`src/rtl/pad_cfg_loader.sv`:
```
// pad_cfg_loader: serial (SCK/SDI/CSN) configuration loader for the bidir pad ring.
// Frames are synchronised into clk, shifted through a 7*N bit register and committed
// to the per-pad control vectors. The active configuration is shifted out on SDO
// while a new frame is being received.
module pad_cfg_loader #(
  parameter int NUM_BIDIR_PADS = 40
) (
  input  logic                      i_clk,
  input  logic                      i_rst_n,
  input  logic                      i_cfg_sck,
  input  logic                      i_cfg_sdi,
  input  logic                      i_cfg_csn,
  output logic                      o_cfg_sdo,
  output logic [NUM_BIDIR_PADS-1:0] o_bidir_out,
  output logic [NUM_BIDIR_PADS-1:0] o_bidir_oe,
  output logic [NUM_BIDIR_PADS-1:0] o_bidir_cs,
  output logic [NUM_BIDIR_PADS-1:0] o_bidir_sl,
  output logic [NUM_BIDIR_PADS-1:0] o_bidir_ie,
  output logic [NUM_BIDIR_PADS-1:0] o_bidir_pu,
  output logic [NUM_BIDIR_PADS-1:0] o_bidir_pd,
  output logic                      o_cfg_valid,
  output logic                      o_cfg_err
);

  localparam int N       = NUM_BIDIR_PADS;
  localparam int FRAME_W = 7 * N;
  localparam int CNT_W   = $clog2(FRAME_W + 2);

  localparam logic [CNT_W-1:0] CNT_FULL = CNT_W'(FRAME_W);
  localparam logic [CNT_W-1:0] CNT_SAT  = CNT_W'(FRAME_W + 1);

  typedef enum logic [1:0] {
    IDLE   = 2'd0,
    SHIFT  = 2'd1,
    COMMIT = 2'd2
  } state_t;

  state_t r_state;
  state_t w_stateNext;

  logic r_sckMeta, r_sckSync, r_sckDly;
  logic r_csnMeta, r_csnSync, r_csnDly;
  logic r_sdiMeta, r_sdiSync;

  logic [FRAME_W-1:0] r_shiftReg;
  logic [CNT_W-1:0]   r_cnt;

  logic [N-1:0] r_out, r_oe, r_cs, r_sl, r_ie, r_pu, r_pd;
  logic         r_cfgValid;
  logic         r_cfgErr;

  logic               w_sckRise;
  logic               w_csnFall;
  logic               w_csnRise;
  logic [FRAME_W-1:0] w_activeCfg;
  logic [N-1:0]       w_srPu;
  logic [N-1:0]       w_srPd;
  logic [N-1:0]       w_pullConflict;

  assign w_sckRise = r_sckSync & ~r_sckDly;
  assign w_csnFall = ~r_csnSync & r_csnDly;
  assign w_csnRise = r_csnSync & ~r_csnDly;

  assign w_activeCfg    = {r_pd, r_pu, r_ie, r_sl, r_cs, r_oe, r_out};
  assign w_srPu         = r_shiftReg[5*N +: N];
  assign w_srPd         = r_shiftReg[6*N +: N];
  assign w_pullConflict = w_srPu & w_srPd;

  // Two-flop synchronisers plus a delay stage so edges are detected on clean values;
  // CSN resets high so releasing reset never looks like a frame start.
  always_ff @(posedge i_clk) begin
    if (!i_rst_n) begin
      r_sckMeta <= 1'b0;
      r_sckSync <= 1'b0;
      r_sckDly  <= 1'b0;
      r_csnMeta <= 1'b1;
      r_csnSync <= 1'b1;
      r_csnDly  <= 1'b1;
      r_sdiMeta <= 1'b0;
      r_sdiSync <= 1'b0;
    end else begin
      r_sckMeta <= i_cfg_sck;
      r_sckSync <= r_sckMeta;
      r_sckDly  <= r_sckSync;
      r_csnMeta <= i_cfg_csn;
      r_csnSync <= r_csnMeta;
      r_csnDly  <= r_csnSync;
      r_sdiMeta <= i_cfg_sdi;
      r_sdiSync <= r_sdiMeta;
    end
  end

  // Frame state register.
  always_ff @(posedge i_clk) begin
    if (!i_rst_n) begin
      r_state <= IDLE;
    end else begin
      r_state <= w_stateNext;
    end
  end

  // Next-state decode; a CSN rise ends the frame and only an exact-length frame commits.
  always_comb begin
    w_stateNext = r_state;
    case (r_state)
      IDLE: begin
        if (w_csnFall) w_stateNext = SHIFT;
      end
      SHIFT: begin
        if (w_csnRise) w_stateNext = (r_cnt == CNT_FULL) ? COMMIT : IDLE;
      end
      COMMIT: begin
        w_stateNext = IDLE;
      end
      default: begin
        w_stateNext = IDLE;
      end
    endcase
  end

  // Shift/readback register, bit counter, committed pad controls and status flags.
  // CSN rise is checked before SCK rise so a coincident SCK edge is never shifted.
  always_ff @(posedge i_clk) begin
    if (!i_rst_n) begin
      r_shiftReg <= '0;
      r_cnt      <= '0;
      r_out      <= '0;
      r_oe       <= '0;
      r_cs       <= '0;
      r_sl       <= '0;
      r_ie       <= '1;
      r_pu       <= '0;
      r_pd       <= '0;
      r_cfgValid <= 1'b0;
      r_cfgErr   <= 1'b0;
    end else begin
      r_cfgValid <= 1'b0;
      case (r_state)
        IDLE: begin
          if (w_csnFall) begin
            r_shiftReg <= w_activeCfg;
            r_cnt      <= '0;
          end
        end
        SHIFT: begin
          if (w_csnRise) begin
            if (r_cnt != CNT_FULL) r_cfgErr <= 1'b1;
          end else if (w_sckRise) begin
            r_shiftReg <= {r_shiftReg[FRAME_W-2:0], r_sdiSync};
            if (r_cnt != CNT_SAT) r_cnt <= r_cnt + CNT_W'(1);
          end
        end
        COMMIT: begin
          r_out      <= r_shiftReg[0*N +: N];
          r_oe       <= r_shiftReg[1*N +: N];
          r_cs       <= r_shiftReg[2*N +: N];
          r_sl       <= r_shiftReg[3*N +: N];
          r_ie       <= r_shiftReg[4*N +: N];
          r_pu       <= w_srPu & ~w_pullConflict;
          r_pd       <= w_srPd & ~w_pullConflict;
          r_cfgValid <= 1'b1;
          r_cfgErr   <= |w_pullConflict;
        end
        default: begin
          r_cnt <= '0;
        end
      endcase
    end
  end

  assign o_cfg_sdo   = r_shiftReg[FRAME_W-1];
  assign o_bidir_out = r_out;
  assign o_bidir_oe  = r_oe;
  assign o_bidir_cs  = r_cs;
  assign o_bidir_sl  = r_sl;
  assign o_bidir_ie  = r_ie;
  assign o_bidir_pu  = r_pu;
  assign o_bidir_pd  = r_pd;
  assign o_cfg_valid = r_cfgValid;
  assign o_cfg_err   = r_cfgErr;

endmodule

```
`config.mk`:
```
export PLATFORM = sky130hd
export DESIGN_NAME = pad_cfg_loader
export DESIGN_NICKNAME = d
export VERILOG_FILES = /design/src/rtl/pad_cfg_loader.sv
export SDC_FILE = /design/constraint.sdc
export NUM_CORES = 1
export LEC_CHECK = 0
export ABC_AREA = 1
export ABC_CLOCK_PERIOD_IN_PS = 1300
export CAP_MARGIN = 5
export CELL_PAD_IN_SITES_DETAIL_PLACEMENT = 1
export CELL_PAD_IN_SITES_GLOBAL_PLACEMENT = 1
export CORE_MARGIN = 2
export CORE_UTILIZATION = 36
export DETAILED_ROUTE_END_ITERATION = 8
export PLACE_DENSITY = 0.73
export SLEW_MARGIN = 20
export SYNTH_ARGS = -nofsm -noshare
export SYNTH_HDL_FRONTEND = slang
export SYNTH_SLANG_ARGS = --single-unit
```
`constraint.sdc`:
```
create_clock -name i_clk -period 1.3 [get_ports i_clk]
set_input_delay 0.195 -clock i_clk [delete_from_list [all_inputs] [get_ports i_clk]]
set_output_delay 0.195 -clock i_clk [all_outputs]
set_load 0.02 [all_outputs]
```
# --- Yosys cells after proc, flatten, opt, wreduce, memory -nomap -nowiden ---
# Index checks and enable logic that the tools add are counted.
totals:
  elab_cells: 68
  out_inout_bits: 283
  inputBits: 5
  reg_bits: 581
op_classes:
  reduce_logical: 8
  bitwise_logic: 11
  eq_ne: 11
  mux: 17
  addsub: 1
ops:
  columns: ["cell", "count"]
  rows:
  - ["two-way mux 280 bit", 3]
  - ["case mux 280 bit (2 select lines)", 1]
  - ["AND 40 bit", 3]
  - ["NOT 40 bit", 1]
  - ["OR reduction 40 bit", 1]
  - ["two-way mux 9 bit", 4]
  - ["case mux 9 bit (3 select lines)", 1]
  - ["!= test 9 bit, second input constant", 2]
  - ["!= test 2 bit, second input constant", 6]
  - ["adder 9 x 1 -> 9 bit, second input constant", 1]
  - ["== test 9 bit, second input constant", 1]
  - ["two-way mux 2 bit", 3]
  - ["AND reduction 5 bit", 1]
  - ["NOT 1 bit", 4]
  - ["case mux 2 bit (2 select lines)", 1]
  - ["AND reduction 4 bit", 1]
  - ["nonzero test 2 bit", 2]
  - ["AND 1 bit", 3]
  - ["two-way mux 1 bit", 3]
  - ["AND reduction 3 bit", 1]
  - ["== test 2 x 1 -> 1 bit, second input constant", 1]
  - ["== test 2 bit, second input constant", 1]
  - ["logical NOT 2 bit", 1]
  - ["case mux 1 bit (2 select lines)", 1]
  - ["AND reduction 2 bit", 1]

# --- Logic depth before layout (Yosys ltp) ---
# Gate-level depths: netlist of run 1.
logic_depth:
  depth_word: 5
  depth_mapped: 10
  mapped_depth_nobuf: 9

# --- Worst setup path before layout of run 1 ---
# OpenSTA, ideal clock, no wires.
synth_timing:
  path_kind: "reg2reg"
  from: "reg r_state[1]"
  to: "reg r_shiftReg[100]"
  setup_ns: 0.116
  path_buffers: 2
  stages_incl_launch_ff: 8
  synth_period_minus_slack_ns: 1.332
  required_time_ns: 1.184
  t_arrival_ns: 1.216
  setup_slack_ns: -0.032
  path_cell_list: "dfxtp_1 nor2_1 nand2_2 nand3_4 buf_2 buf_2 o21ai_0 nor2_1"
synth_between:
  elab_chain_len: 3
  elab_cells_between_ends: 8
  cone_classes: "eq/ne: 4; mux: 1; reduce/logical: 3"
synth_rtl:
  columns: ["item", "line_no", "rtl"]
  rows:
  - ["start, declared", "38", "state_t r_state;"]
  - ["start signal, assigned", "98", "r_state <= w_stateNext;"]
  - ["== test 2 x 1 -> 1 bit / logical NOT 2 bit (equally long branches)", "138", "case (r_state)"]
  - ["!= test 2 bit (no line) / nonzero test 2 bit (equally long branches)", null, null]
  - ["AND reduction 4 bit (no line)", null, null]
  - ["end signal, assigned", "141", "r_shiftReg <= w_activeCfg;"]
  - ["end signal, assigned", "149", "r_shiftReg <= {r_shiftReg[FRAME_W-2:0], r_sdiSync};"]
  - ["end, declared", "45", "logic [FRAME_W-1:0] r_shiftReg;"]
# Parallel ways exist; a longest one is shown, timed or not.
# A chain may end at the register's enable or synchronous reset.

# --- Final worst setup path of run 1 ---
layout_timing:
  from: "reg r_state[0]"
  to: "reg r_shiftReg[42]"
# The elaborated chain is that of the path after synthesis.

==> out/results.ini, run 1 <==
[run_status]
status = complete, but fails checks
violations = negative setup slack

[power]
power_mw = 42.17
clkPwrFrac_pct = 45.7
comb_power_share_pct = 9.1
intPower_mw = 31.59
p_sw_share_pct = 25.09
max-vdd-ir-drop_mv = 0.7538
p_switching_mw = 10.58
leakagePower_nw = 14.24
pwr-share-seq_pct = 45.2
power_per_cell_area_nw_per_um2 = 1276

[die]
start_util_pct = 36.41
core_um2 = 65750
die-area_um2 = 68580
rows = 94
die_y_um = 261.9
io_pins = 288
die_x_um = 261.9

[critical_path]
cp_max_fo = 40
required_ps = 1820
cp.arrival_ps = 2060
cp-end-kind = flip-flop
critPathLaunchType = flip-flop
path_class = flip-flop to flip-flop

[clocking]
cts_buffer_depth = 3
htree_levels = 3
cts_buffers = 67
cts_hold_buf = 0
cts_tree = yes
clock-root-buffer = clkbuf_16
clk_pin_slew_ps = 60
cts.sinks = 581
clock_latency_ps = 600

[logic_synthesis]
seq_area_frac_synth_pct = 48.58
synth_compound_area_share_pct = 15.31
yosysWarningCount = 0
synth_area_leaders = dfxtp_1 (49%), nand2_1 (14%), nor2_1 (12%), o21ai_0 (11%), nand3_1 (2.8%)
synth_top_area_share_pct = 48.58
ys_types = 27
synth_xor_area_share_pct = 0
synth_nets = 3428
synth_area_um2 = 23940
netlist_instances = 3420
syn_area_per_cell_um2 = 7.000
ys_ff_latch = 581
yosys.area_share.adder_pct = 0.1568
synth_top_family_by_area = simple AND/OR/NAND/NOR gates
yosysTopAreaCell = dfxtp_1
synthSimpleGateAreaFrac_pct = 28.89
muxShareOfSynthArea_pct = 0

[global_routing]
grt_antenna_before_repair = 0
grt_pass1_wl_mm = 129.4
grt_max_degree = 125
grtUsageTotal_pct = 23.05
grt_overflow = 0
grt_pass1_vias = 24440

[sta]
hold_viol = 0
tightest_slew_ps = 531.9
min_period_ps = 1540
max_freq_mhz = 649.4
setup_tns_ps = -62300
max-slew-margin-rel_pct = 64.54
rsz0062_at_grt = true
holdWs_ps = 33.42
fin_ws_ps = -239.8
post-route-period-util_pct = 118.4
fin_skew_ps = 19.45
setup_viol = 563
drv_slew = 0

[drt]
viasPerCell = 5.039
dr_wl_met2_mm = 39.57
wl_mm = 81.52
firstDrtPassIters = 5
num_vias = 23940
drt_iter0_markers = 1272
post_drt_wl_per_cell_um = 17.16
drc = 0
ant_nets = 0
wl_met3_mm = 3.099
highest_layer = met4
m1WireLength_mm = 36.88

[placed_design]
dp_slack_ps = -257.6
port_buffers = 287
placed_cells = 4512
dpl_cell_area_um2 = 28950
place_congestion = 0.7641
hpwl_mm = 49.84

[layout]
layout-drive-gt1-share_pct = 26.61
fin_area_um2 = 33050
nets = 3848
diodes = 0
areaGrowthSynthToFinish_pct = 38.03
fin_util_pct = 50.26
stdcell_count = 4750

[job]
cap_violations = 0

[min_path]
hp-class = input pin to flip-flop

layout by cell type, fill, tap and decap left out, types with 5 or more instances in the layout:
| cell type | netlist | final |
|---|---|---|
| buf_4 | 6 | 304 |
| nand4_1 | 5 | 5 |
| dfxtp_1 | 581 | 298 |
| a21oi_1 | 88 | 88 |
| clkbuf_8 | 0 | 16 |
| buf_12 | 0 | 62 |
| clkinv_2 | 0 | 7 |
| o31ai_1 | 80 | 80 |
| nor2_1 | 757 | 742 |
| nand3_1 | 132 | 132 |
| nand2_1 | 871 | 869 |
| o21ai_0 | 513 | 384 |
| bufinv_16 | 0 | 5 |
| clkbuf_1 | 112 | 15 |
| dfxtp_4 | 0 | 62 |
| dfxtp_2 | 0 | 221 |
| nor2_2 | 0 | 14 |
| buf_16 | 0 | 7 |
| buf_6 | 23 | 212 |
| clkbuf_16 | 0 | 76 |
| o21ai_1 | 10 | 120 |
| inv_1 | 113 | 109 |
| o21ai_2 | 0 | 19 |
cell type report:
class,count,area (um^2)
inverters,116,452.9
flip-flops and latches,581,12140
clock buffers,100,2003
fillers,8059,32700
repair buffers,600,6391
well taps,864,1081
clock inverters,15,210.2
multi-input cells,2474,10770
power by group through the flow:
stage | Clock (mW) | Sequential [mW] | Combinational (mW)
after global routing | 20.4 | 19.1 | 4.31
after global placement | 0 | 19.5 | 3.42
final | 19.3 | 19.0 | 3.83
after CTS | 19.7 | 19.0 | 3.66
after floorplan | 0 | 19.4 | 2.28
after detailed placement | 0 | 19.5 | 3.50
logic make-up after synthesis:
kind of cell	count (synthesis)
adder cells (fa/ha/maj)	3
buffers and inverters	365
AND/OR/NAND/NOR	1779
AO/OA/AOI/OAI	692
flip-flops	581
synthesized netlist by cell type:
cell type and count:
inv_1 113, buf_4 6, a21oi_1 88, nor3b_1 1, or2_2 2, and2_1 1, nor3_1 1, buf_6 23
inv_2 3, clkbuf_1 112, dfxtp_1 581, o21ai_1 10, buf_2 100, nand3_2 1, nand3_1 132, o22ai_1 1
nand3b_1 1, buf_1 8, nand4_1 5, o31ai_1 80, nand2_1 871, nor2_1 757, o21ai_0 513, ha_1 3
nor2_4 2, nand3_4 1, nand2_2 4
path summary, 6_finish.rpt:
kind,start,end,slack [ps],cells past startpoint
max,r_state[0]$_SDFFE_PN0P_,r_shiftReg[42]$_SDFFE_PN0P_,-240,8
min,i_rst_n,r_csnDly$_SDFF_PN1_,30,3
max reg2reg,r_state[0]$_SDFFE_PN0P_,r_shiftReg[42]$_SDFFE_PN0P_,-240,8
min reg2reg,r_csnMeta$_SDFF_PN1_,r_csnSync$_SDFF_PN1_,420,1
sequential cells by signal (all words and copies together) (netlist names), 2 cells and up:
register	count
r_shiftReg	280
o_bidir_cs	40
o_bidir_ie	40
o_bidir_oe	40
o_bidir_out	40
o_bidir_pd	40
o_bidir_pu	40
o_bidir_sl	40
r_cnt	9
r_state	2
worst max-delay path: stages (launching register included):
cell,delay (ps)
dfxtp_4,380
inv_4,60
nor2_4,120
nand2_2,90
nand3_4,160
buf_12,180
buf_12,220
o21ai_1,110
nor2_1,140
per-layer routing:
| layer | global-route usage (%) | vias up |
|---|---|---|
| met5 | 0 | - |
| met4 | 7.181 | 0 |
| met3 | 3.193 | 110 |
| met2 | 39.84 | 377 |
| met1 | 29.72 | 11640 |
| li1 | - | 11810 |
repair_timing:
| item | CTS | global route |
|---|---|---|
| pin swaps | 2 | 3 |
| buffers inserted | 114 | 0 |
| endpoints found under the setup margin | 852 | 649 |
| gates resized for setup | 2027 | 113 |
| cloned | 2 | 7 |
| endpoints found under the hold margin | 0 | 0 |
(Power assumes the default switching activity.)
==> run 2: changes to the inputs <==
--- a/config.mk
+++ b/config.mk
@@ -7,10 +7,10 @@
 export LEC_CHECK = 0
 export ABC_AREA = 1
 export ABC_CLOCK_PERIOD_IN_PS = 1300
-export CAP_MARGIN = 5
+export CAP_MARGIN = 20
 export CELL_PAD_IN_SITES_DETAIL_PLACEMENT = 1
 export CELL_PAD_IN_SITES_GLOBAL_PLACEMENT = 1
-export CORE_MARGIN = 2
+export CORE_MARGIN = 3
 export CORE_UTILIZATION = 36
 export DETAILED_ROUTE_END_ITERATION = 8
 export PLACE_DENSITY = 0.73
==> run 2 against run 1 <==
  * The flow still finishes with violations (negative setup slack)
  * Total power up 7.1%
  * Maximum frequency fell by 12%
  * Clock skew is 2.8 ps higher
  * Die area up 1.5%
  * Sequential power rose by 2%
  * Via count up 13%
  * Design area increased by 17%
  * Setup slack got worse by 210 ps
  * Core utilization rose by 9.0 points
  * Sequential share of layout area is 5.2 points lower
  * Routed wire length grew 39%
  * Largest power group is now registers
==> out/results.ini, run 2 (same netlist as run 1, synthesis figures left out) <==
[run_status]
status = complete, but fails checks  ; unchanged
violations = negative setup slack  ; unchanged

[critical_path]
required_ps = 1780  ; was 1820 ps
cp_slowest_cell = dfxtp_2  ; was dfxtp_4
cp_top_family = buffers and inverters  ; was simple AND/OR/NAND/NOR gates
crit_buf_inv = 4  ; was 3
critPathLaunchType = flip-flop  ; unchanged
cp_common_cell = nand2_4  ; was buf_12
slowest_delay_ps = 370  ; was 380 ps
cp_max_fo = 6  ; was 40
cp.arrival_ps = 2230  ; was 2060 ps
path_class = flip-flop to flip-flop  ; unchanged
crit_chain = inv_2 > nand2_2 > nand2_4 > nand2_4 > nand3_4 > buf_8 > buf_16 > clkbuf_16 > o21ai_0 > nor2_1  ; was inv_4 > nor2_4 > nand2_2 > nand3_4 > buf_12 > buf_12 > o21ai_1 > nor2_1
cp-end-kind = flip-flop  ; unchanged

[drt]
viasPerCell = 5.536  ; was 5.039
drt_iter0_markers = 1867  ; was 1272
drc = 0  ; unchanged
firstDrtPassIters = 5  ; unchanged
ant_nets = 0  ; unchanged
num_vias = 26980  ; was 23940
post_drt_wl_per_cell_um = 23.18  ; was 17.16 um
wl_mm = 113.0  ; was 81.52 mm

[min_path]
hp-class = input pin to flip-flop  ; unchanged

[die]
die-area_um2 = 69630  ; was 68580 um^2
rows = 93  ; was 94
io_pins = 288  ; unchanged
die_x_um = 263.9  ; was 261.9 um
die_y_um = 263.9  ; was 261.9 um
start_util_pct = 36.74  ; was 36.41%
core_um2 = 65160  ; was 65750 um^2

[clocking]
clock-root-buffer = clkbuf_16  ; unchanged
cts_tree = yes  ; unchanged
cts_buffers = 67  ; unchanged
cts.sinks = 581  ; unchanged
clk_pin_slew_ps = 60  ; about the same
cts_hold_buf = 0  ; unchanged
cts_buffer_depth = 3  ; unchanged
htree_levels = 3  ; unchanged
clock_latency_ps = 610  ; was 600 ps

[layout]
final_common_cell = nand2_1  ; unchanged
stdcell_count = 4874  ; was 4750
fin_area_um2 = 38620  ; was 33050 um^2
nets = 3980  ; was 3848
diodes = 0  ; unchanged
fillCellCount = 7423  ; was 8059
largest_reg_flops = 280  ; unchanged
fin_util_pct = 59.27  ; was 50.26%
final_cell_mix = nand2_1 (856), nor2_1 (512), dfxtp_1 (297)  ; was nand2_1 (869), nor2_1 (742), o21ai_0 (384)
areaGrowthSynthToFinish_pct = 61.33  ; was 38.03%
layout-drive-gt1-share_pct = 40.48  ; was 26.61%
largest_register = r_shiftReg  ; unchanged

[job]
cap_violations = 0  ; unchanged

[sta]
fin_skew_ps = 22.25  ; was 19.45 ps
min_period_ps = 1746  ; was 1540 ps
post-route-period-util_pct = 134.3  ; was 118.4%
tightest_slew_ps = 443.4  ; was 531.9 ps
holdWs_ps = 51.48  ; was 33.42 ps
setup_viol = 601  ; was 563
hold_viol = 0  ; unchanged
max-slew-margin-rel_pct = 70.44  ; was 64.54%
fin_ws_ps = -446.2  ; was -239.8 ps
rsz0062_at_grt = true  ; unchanged
setup_tns_ps = -133570  ; was -62300 ps
max_freq_mhz = 572.7  ; was 649.4 MHz
drv_slew = 0  ; unchanged

[placed_design]
place_congestion = 0.7935  ; was 0.7641
placed_cells = 4464  ; was 4512
dp_slack_ps = -352.1  ; was -257.6 ps
dpl_cell_area_um2 = 28620  ; was 28950 um^2
hpwl_mm = 52.20  ; was 49.84 mm
port_buffers = 287  ; unchanged

[global_routing]
grtUsageTotal_pct = 23.32  ; was 23.05%
grt_max_degree = 74  ; was 125
grt_antenna_before_repair = 0  ; unchanged
grt_pass1_wl_mm = 135.7  ; was 129.4 mm
grt_pass1_vias = 25740  ; was 24440
grt_overflow = 0  ; unchanged

[power]
leakagePower_nw = 16.31  ; was 14.24 nW
power_per_cell_area_nw_per_um2 = 1170  ; was 1276 nW/um^2
max-vdd-ir-drop_mv = 0.9027  ; was 0.7538 mV
power_mw = 45.18  ; was 42.17 mW

run 2: cell types whose count changed in the layout (fill, tap and decap cells not counted), moves of 37 or more:
| cell | delta |
|---|---|
| o21ai_2 | +123 |
| clkbuf_16 | +61 |
| buf_4 | -48 |
| a21oi_1 | -40 |
| nor2_4 | +173 |
| buf_6 | +75 |
| nor2_1 | -230 |
| o21ai_0 | -145 |
| a21oi_2 | +37 |
| nor2_2 | +57 |
run 2: timing repair:
action / 4_1_cts / 5_1_grt
cloned: 1 / 93
endpoints found under the setup margin: 854 / 750
setup buffers: 155 / 49
gates resized for setup: 2084 / 1071
endpoints found under the hold margin: 0 / 0
pin swaps: 1 / 82
run 2: worst reg2reg max path: cells and delay by family, from the launching register on:
family	cells	cell delay, ps
and+or+nand+nor	5	460
buffers and inverters	4	570
AOI/OAI and AO/OA	1	230
DFF	1	370
run 2: path summary, 6_finish.rpt:
kind / slack, ps / cells after the start / endpoint / from
min: 50 / 3 / o_bidir_ie[6]$_SDFFE_PN1P_ / i_rst_n
max: -450 / 10 / r_shiftReg[107]$_SDFFE_PN0P_ / r_csnDly$_SDFF_PN1_
min reg2reg: 430 / 1 / r_csnSync$_SDFF_PN1_ / r_csnMeta$_SDFF_PN1_
max reg2reg: -450 / 10 / r_shiftReg[107]$_SDFFE_PN0P_ / r_csnDly$_SDFF_PN1_
run 2: per-layer routing:
| metal | wire, um | track usage, % |
|---|---|---|
| met1 | 44730 | 28.78 |
| met2 | 57330 | 41.45 |
| met3 | 5731 | 3.362 |
| met4 | 5206 | 7.988 |
| met5 | 0 | 0 |
run 2: final cells by class:
cell class / count / area [um^2] / share of cell area, %
flip-flops and latches: 581 / 12170 / 31.52
well taps: 855 / 1070 / 2.770
clock inverters: 14 / 148.9 / 0.3855
clock buffers: 102 / 2033 / 5.264
multi-input cells: 2475 / 13440 / 34.80
inverters: 116 / 500.5 / 1.296
repair buffers: 729 / 9215 / 23.86
repair inverters: 2 / 40.04 / 0.1037
run 2: power breakdown:
part | switching [mW] | total [mW] | internal [mW]
combinational | 3.59 | 6.39 | 2.81
clock | 8.03 | 19.4 | 11.4
sequential | 0.968 | 19.4 | 18.4
total | 12.6 | 45.2 | 32.6
